File: src/rtl/ram64_arb_pkg.sv
// rtl/ram64_arb_pkg.sv - shared constants, state encoding and requester ids for the RAM64 arbiter
package ram64_arb_pkg;

    localparam int WIDTH     = 16;
    localparam int ADDR_W    = 6;
    localparam int NUM_WORDS = 64;

    typedef enum logic {
        ST_IDLE  = 1'b0,
        ST_CLEAR = 1'b1
    } state_t;

    localparam logic REQ0 = 1'b0;
    localparam logic REQ1 = 1'b1;

endpackage

File: src/rtl/rr_arb2.sv
// rtl/rr_arb2.sv - two-way round-robin arbiter with a last-grant register
module rr_arb2
    import ram64_arb_pkg::*;
(
    input  logic       clk,
    input  logic       reset,
    input  logic [1:0] valid,
    input  logic       advance,
    output logic [1:0] grant
);

    logic last_grant_q;
    logic last_grant_d;

    // A lone requester always wins; on contention the one not served last wins.
    always_comb begin
        grant = valid;
        if (valid == 2'b11) begin
            grant = (last_grant_q == REQ1) ? 2'b01 : 2'b10;
        end
    end

    // Remember who was served, but only when a transaction actually completed.
    always_comb begin
        last_grant_d = last_grant_q;
        if (advance) begin
            last_grant_d = grant[1] ? REQ1 : REQ0;
        end
    end

    // Starting from REQ1 lets requester 0 win the first contention.
    always_ff @(posedge clk or posedge reset) begin
        if (reset) begin
            last_grant_q <= REQ1;
        end else begin
            last_grant_q <= last_grant_d;
        end
    end

endmodule

File: src/rtl/ram64_arbiter.sv
// rtl/ram64_arbiter.sv - two-requester round-robin front end for RAM64; RAM64_ARB_CLEAR_ON_RESET_EN adds a zeroing sweep after reset
module ram64_arbiter #(
    parameter int WIDTH  = ram64_arb_pkg::WIDTH,
    parameter int ADDR_W = ram64_arb_pkg::ADDR_W
) (
    input  logic              clk,
    input  logic              reset,
    input  logic              req0_valid,
    output logic              req0_ready,
    input  logic              req0_we,
    input  logic [ADDR_W-1:0] req0_addr,
    input  logic [WIDTH-1:0]  req0_wdata,
    output logic              rsp0_valid,
    output logic [WIDTH-1:0]  rsp0_rdata,
    input  logic              req1_valid,
    output logic              req1_ready,
    input  logic              req1_we,
    input  logic [ADDR_W-1:0] req1_addr,
    input  logic [WIDTH-1:0]  req1_wdata,
    output logic              rsp1_valid,
    output logic [WIDTH-1:0]  rsp1_rdata,
    output logic [WIDTH-1:0]  ram_in,
    output logic              ram_load,
    output logic [ADDR_W-1:0] ram_address,
    input  logic [WIDTH-1:0]  ram_out,
    output logic              busy
);
    import ram64_arb_pkg::*;

    logic [1:0]       grant;
    logic             accept_en;
    logic             handshake;

    logic             rsp0_valid_q, rsp0_valid_d;
    logic             rsp1_valid_q, rsp1_valid_d;
    logic [WIDTH-1:0] rsp0_rdata_q, rsp0_rdata_d;
    logic [WIDTH-1:0] rsp1_rdata_q, rsp1_rdata_d;

`ifdef RAM64_ARB_CLEAR_ON_RESET_EN
    localparam logic [ADDR_W-1:0] LAST_ADDR = ADDR_W'(NUM_WORDS - 1);

    state_t            state_q, state_d;
    logic [ADDR_W-1:0] cnt_q, cnt_d;
    logic              clearing;

    // Sweep every word once, then drop into normal service.
    always_comb begin
        state_d = state_q;
        cnt_d   = cnt_q;
        case (state_q)
            ST_CLEAR: begin
                cnt_d = cnt_q + 1'b1;
                if (cnt_q == LAST_ADDR) begin
                    state_d = ST_IDLE;
                end
            end
            default: begin
                state_d = ST_IDLE;
            end
        endcase
    end

    // Every reset restarts the sweep from address 0.
    always_ff @(posedge clk or posedge reset) begin
        if (reset) begin
            state_q <= ST_CLEAR;
            cnt_q   <= '0;
        end else begin
            state_q <= state_d;
            cnt_q   <= cnt_d;
        end
    end

    // Gated by reset so the RAM port sits idle while reset is held.
    assign clearing = (state_q == ST_CLEAR) & ~reset;
    assign busy     = clearing;
`else
    assign busy = 1'b0;
`endif

    // Nothing is accepted while reset is asserted or a sweep is running.
    assign accept_en  = ~reset & ~busy;
    assign req0_ready = grant[0] & req0_valid & accept_en;
    assign req1_ready = grant[1] & req1_valid & accept_en;
    assign handshake  = req0_ready | req1_ready;

    rr_arb2 u_rr_arb2 (
        .clk     (clk),
        .reset   (reset),
        .valid   ({req1_valid, req0_valid}),
        .advance (handshake),
        .grant   (grant)
    );

    // Drive the RAM from the sweep or the accepted request; park at zero otherwise.
    always_comb begin
        ram_load    = 1'b0;
        ram_address = '0;
        ram_in      = '0;
`ifdef RAM64_ARB_CLEAR_ON_RESET_EN
        if (clearing) begin
            ram_load    = 1'b1;
            ram_address = cnt_q;
        end else
`endif
        if (req0_ready) begin
            ram_load    = req0_we;
            ram_address = req0_addr;
            ram_in      = req0_wdata;
        end else if (req1_ready) begin
            ram_load    = req1_we;
            ram_address = req1_addr;
            ram_in      = req1_wdata;
        end
    end

    // Reads capture the combinational RAM output; rdata holds between responses.
    always_comb begin
        rsp0_valid_d = req0_ready & ~req0_we;
        rsp1_valid_d = req1_ready & ~req1_we;
        rsp0_rdata_d = rsp0_valid_d ? ram_out : rsp0_rdata_q;
        rsp1_rdata_d = rsp1_valid_d ? ram_out : rsp1_rdata_q;
    end

    // Reset drops any response that was about to be presented.
    always_ff @(posedge clk or posedge reset) begin
        if (reset) begin
            rsp0_valid_q <= 1'b0;
            rsp1_valid_q <= 1'b0;
            rsp0_rdata_q <= '0;
            rsp1_rdata_q <= '0;
        end else begin
            rsp0_valid_q <= rsp0_valid_d;
            rsp1_valid_q <= rsp1_valid_d;
            rsp0_rdata_q <= rsp0_rdata_d;
            rsp1_rdata_q <= rsp1_rdata_d;
        end
    end

    assign rsp0_valid = rsp0_valid_q;
    assign rsp1_valid = rsp1_valid_q;
    assign rsp0_rdata = rsp0_rdata_q;
    assign rsp1_rdata = rsp1_rdata_q;

endmodule

File: config.mk
export PLATFORM = sky130hd
export DESIGN_NAME = ram64_arbiter
export DESIGN_NICKNAME = d
export VERILOG_FILES = /design/src/rtl/ram64_arb_pkg.sv /design/src/rtl/rr_arb2.sv /design/src/rtl/ram64_arbiter.sv
export SDC_FILE = /design/constraint.sdc
export NUM_CORES = 1
export LEC_CHECK = 0
export CAP_MARGIN = 20
export CELL_PAD_IN_SITES_DETAIL_PLACEMENT = 0
export CELL_PAD_IN_SITES_GLOBAL_PLACEMENT = 1
export CORE_AREA = 2 2 85 87
export CTS_CLUSTER_DIAMETER = 80
export DETAILED_ROUTE_END_ITERATION = 6
export DIE_AREA = 0 0 87 89
export GPL_TIMING_DRIVEN = 0
export PLACE_DENSITY = 0.78
export SLEW_MARGIN = 20
export SYNTH_ARGS = -nofsm -noshare
export SYNTH_HDL_FRONTEND = slang
export SYNTH_SLANG_ARGS = --single-unit
File: constraint.sdc
create_clock -name clk -period 2.42 [get_ports clk]
set_input_delay 0.484 -clock clk [delete_from_list [all_inputs] [get_ports clk]]
set_output_delay 0.484 -clock clk [all_outputs]
set_load 0.005 [all_outputs]
Yosys cells after proc, flatten, opt, wreduce, memory -nomap -nowiden
Cells that the tools add are included.
- bits in registers: 35
- input bits: 66
- output and inout port bits: 60
- word-level logic and storage cells: 25
- equal/unequal tests: 1
- muxes and demuxes: 9
- bitwise gates (word level): 10
- operator list (kind ; count):
    2-to-1 mux 16 bit ; 2
    2-to-1 mux 6 bit ; 2
    AND 1 bit ; 6
    2-to-1 mux 2 bit ; 2
    2-to-1 mux 1 bit ; 3
    inverter 1 bit ; 3
    == test 2 bit (second input constant) ; 1
    bitwise OR 1 bit ; 1

Longest topological paths before layout
- depth in word-level cells: 6
- depth in mapped cells: 4
- mapped depth without buffers: 3

Modules after synthesis
From an unflattened synthesis, not the netlist that was laid out.
- cells, all modules: 117
- area, all modules: 1771.7 µm²
- by module, submodules not included (module ; instances ; cells an instance ; area an instance (µm²) ; sequential area each (µm²)):
    ram64_arbiter ; 1 ; 111 ; 1704.1 ; 850.8
    rr_arb2 ; 1 ; 6 ; 67.6 ; 26.3

Least setup slack after synthesis
No wires, ideal clock.
- kind: input to output
- start: input reset
- end: output ram_address[0]
- arrival time: 1.423 ns
- required time: 1.936 ns
- setup slack: 0.513 ns
- stages: 4
- path buffers: 1
- cell sequence: nand2b_2 -> a21oi_1 -> clkbuf_1 -> a22o_1
- cells in the longest elaborated chain, start to end: 4
- elaborated cells between the ends (all ways): 5
- those cells by class: 2 x mux; 3 x bitwise
- RTL lines (item ; RTL line ; text):
    start: declaration ; ram64_arbiter.sv:7 ; input logic reset,
    inverter 1 bit ; ram64_arbiter.sv:82 ; assign accept_en = ~reset & ~busy;
    AND 1 bit ; ram64_arbiter.sv:84 ; assign req1_ready = grant[1] & req1_valid & accept_en;
    named net req1_ready ; ram64_arbiter.sv:16 ; output logic req1_ready,
    2-to-1 mux 6 bit ; ram64_arbiter.sv:110 ; end else if (req1_ready) begin
    2-to-1 mux 6 bit ; ram64_arbiter.sv:106 ; if (req0_ready) begin
    end: declaration ; ram64_arbiter.sv:24 ; output logic [ADDR_W-1:0] ram_address,
The timed path passes the listed nets, and every way through them passes these cells.

Worst setup path after layout
- start: register u_rr_arb2.last_grant_q
- end: output req0_ready
- cells in the longest elaborated chain, start to end: 4
- RTL lines (item ; RTL line ; text):
    start: declaration ; rr_arb2.sv:12 ; logic last_grant_q;
    start signal: assignment ; rr_arb2.sv:36 ; last_grant_q <= last_grant_d;
    2-to-1 mux 2 bit ; rr_arb2.sv:19 ; grant = (last_grant_q == REQ1) ? 2'b01 : 2'b10;
    2-to-1 mux 2 bit ; rr_arb2.sv:18 ; if (valid == 2'b11) begin
    AND 1 bit (2 in series) ; ram64_arbiter.sv:83 ; assign req0_ready = grant[0] & req0_valid & accept_en;
    end: declaration ; ram64_arbiter.sv:9 ; output logic req0_ready,
Every way passes these cells.

==> flow_summary.yaml <==
run_status:
  status: "completed"
sta:
  max-slew-margin-rel_pct: 46.79
  rsz0062_at_grt: "yes"
  whs_ns: 0.2437
  setup_viol: 0
  slew_viol_final: 0
  worst_slew_pin_slew_ns: 0.7967
  min_period_ns: 2.341
  fin_skew_ns: 0.005294
  finalCritPeriodShare_pct: 96.74
  hold_violations: 0
  max_clock_freq_mhz: 427.2
global_routing:
  grt_max_degree: 34
  grt-ovfl-total: 0
  gr-usage-all-layers_pct: 13.07
  antenna_found_initial: 0
  grt_pass1_wl_um: 7907
  grt_pass1_vias: 1600
clock_tree:
  root_buffer: "clkbuf_8"
  clk_pin_slew_worst_paths_ns: 0.07
  cts_buffers: 5
  cts-hold-fix-buffers: 0
  h-tree-depth: 2
  clockBufferDepth: 2
  cts_tree: "yes"
  cts_sinks: 35
  clkLatencyLatePin_ns: 0.28
worst_setup_path:
  critPathKind: "reg2out"
  rr_worst_depth: 4
  critPathMaxFanout: 6
  path_delay_family: "buffers and inverters"
  arrival_ns: 1.86
  path_depth: 5
  worstPathRequired_ns: 1.94
  cp_cell_sequence: "inv_2 -> a21oi_4 -> buf_6 -> buf_6 -> clkdlybuf4s50_1"
  critPathMostFrequentCell: "buf_6"
  cp-start-kind: "flop"
  worst_setup_path_end_kind: "primary output"
  max_stage_delay_ns: 0.54
  worst-path-buf-inv: 4
  slowest_stage: "dfstp_2"
place:
  dpl_cell_area_um2: 2938
  gp_congestion: 0.6645
  hpwl_um: 3736
  io_buffers: 124
yosys:
  synth_edf_count: 0
  synth.most_common_cell: "dfrtp_1"
  ys_ff_latch: 35
  synthCells: 110
  synth.largest_area_cell: "dfrtp_1"
  synth_fp_nets: 176
  syn_area_um2: 1577
  yosysSeqAreaShare_pct: 55.63
  yosys-top-cells-count: "34 x dfrtp_1, 32 x mux2_2, 22 x a22o_1"
  synth_top_flop_cell: "dfrtp_1"
  yosys_warnings: 0
  synthTopCellsByArea: "dfrtp_1 54%, mux2_2 23%, a22o_1 12%"
  synth.top_cell.area_share_pct: 53.97
  syn_area_per_cell_um2: 14.33
  yosys.cell_types.count: 19
  async_reset_ff_share_pct: 100.0
floorplan:
  die_w_um: 87
  die_y_um: 89
  initial_core_util_pct: 23.46
  die-area_um2: 7743
  io_pins: 126
  rows: 30
  coreArea_um2: 6719
finish:
  final_area_um2: 3313
  syn_to_final_growth_pct: 110.2
  layout.nets: 332
  regArea_um2: 877.1
  nFillCells: 624
  multiInputGateArea_um2: 680.7
  num_antenna_cells: 0
  postLayoutCoreUtil_pct: 49.31
  drive_above_1_share_pct: 31.46
pwr:
  power-per-cell-area_nw_per_um2: 629.0
  max-vdd-ir-drop_mv: 0.3985
  leakagePower_nw: 1.520
drt:
  wl_per_cell_um: 14.85
  vias_per_cell: 4.513
  totalWireLength_um: 5153
  vias: 1566
  ant_nets: 0
  drc_errors: 0
  drt_iter0_drc: 17
  drt-pass1-iter-count: 4
job:
  drv_cap: 0
worst_hold_path:
  min_path_type: "in2async"
-- metal layers --
metal | vias to the layer above | wire length [um] | track usage, %
met2 | 87 | 2447 | 23.11
met4 | 0 | 11 | 2.983
met5 | - | 0 | 0
met3 | 2 | 636 | 4.894
met1 | 755 | 2057 | 15.07
li1 | 722 | - | -
-- registers in the layout, indices dropped and copies added (netlist names) --
| name | cells |
|---|---|
| rsp0_rdata | 16 |
| rsp0_valid | 1 |
| rsp1_rdata | 16 |
| rsp1_valid | 1 |
| u_rr_arb2.last_grant_q | 1 |
-- worst paths after layout --
check | from | endpoint | slack (ns)
max in group asynchronous | reset | rsp0_rdata[13]$_DFFE_PP0P_ | 1.80
worst min-delay path | reset | rsp1_rdata[11]$_DFFE_PP0P_ | 0.24
worst min register to register | rsp0_rdata[5]$_DFFE_PP0P_ | rsp0_rdata[5]$_DFFE_PP0P_ | 0.51
worst max-delay path | u_rr_arb2.last_grant_q$_DFFE_PP1P_ | req0_ready | 0.08
worst max register to register | u_rr_arb2.last_grant_q$_DFFE_PP1P_ | rsp1_rdata[6]$_DFFE_PP0P_ | 0.48
min in group clk | rsp0_rdata[5]$_DFFE_PP0P_ | rsp0_rdata[5]$_DFFE_PP0P_ | 0.51
-- logic make-up after synthesis --
kind of cell           count (synthesis)  share of synthesized area (%)
AND/OR/NAND/NOR                        3                          1.191
multiplexers                          32                          22.86
AO/OA/AOI/OAI                         29                          16.35
other                                  1                         0.2379
buffers and inverters                 10                          3.730
flip-flops                            35                          55.64
-- power breakdown --
part           internal [mW]  switching, mW  leakage (nW)
registers              0.727         0.0704         0.417
clock network          0.333          0.202        0.0612
logic                  0.535          0.216          1.04
-- through the flow --
step,power (mW),cells,TNS (ns),setup WS (ns)
detailed placement,1.523,315,-19.05,-0.7704
finish,2.084,347,0,0.07896
floorplan,1.023,110,0,0.5128
CTS,2.113,344,-0.01336,-0.01336
global placement,1.512,314,-18.71,-0.7614
global route,2.213,347,-0.01228,-0.007850
-- worst register-to-register path, cell delays in order (launching register included) --
cell	delay, ns
dfstp_2	0.38
buf_4	0.15
a211oi_2	0.70
buf_6	0.26
mux2_2	0.35
-- cell type report --
cell class	count	area share (%)
sequential	35	26.47
tap	80	3.021
buffer	7	2.417
multi-input combinational	65	20.54
timing repair buffer	149	43.66
inverter	3	0.3399
clock buffer	6	2.492
clock inverter	2	1.057
-- timing repair --
| item | 4_1_cts | 5_1_grt |
|---|---|---|
| cloned | 2 | 0 |
| pin swaps | 2 | 1 |
| endpoints found under the setup margin | 25 | 9 |
| gates resized for setup | 48 | 6 |
| setup buffers | 19 | 3 |
-- cell usage in the layout (no fill, tap or decap) --
cell type / n
clkdlybuf4s50_1: 98
dfrtp_1: 34
mux2_2: 32
a22o_1: 22
buf_4: 20
dlygate4sd2_1: 20
buf_6: 9
clkbuf_8: 8
dlymetal6s2s_1: 4
inv_2: 2
nand2b_4: 2
a211oi_2: 2
a21oi_4: 2
a211oi_4: 1
inv_1: 1
o21ba_2: 1
nand2_1: 1
o21ai_0: 1
conb_1: 1
bufinv_16: 1
clkinv_2: 1
clkdlybuf4s15_2: 1
clkdlybuf4s15_1: 1
buf_12: 1
dfstp_2: 1
No activity file was read; power rests on OpenSTA's default activity.
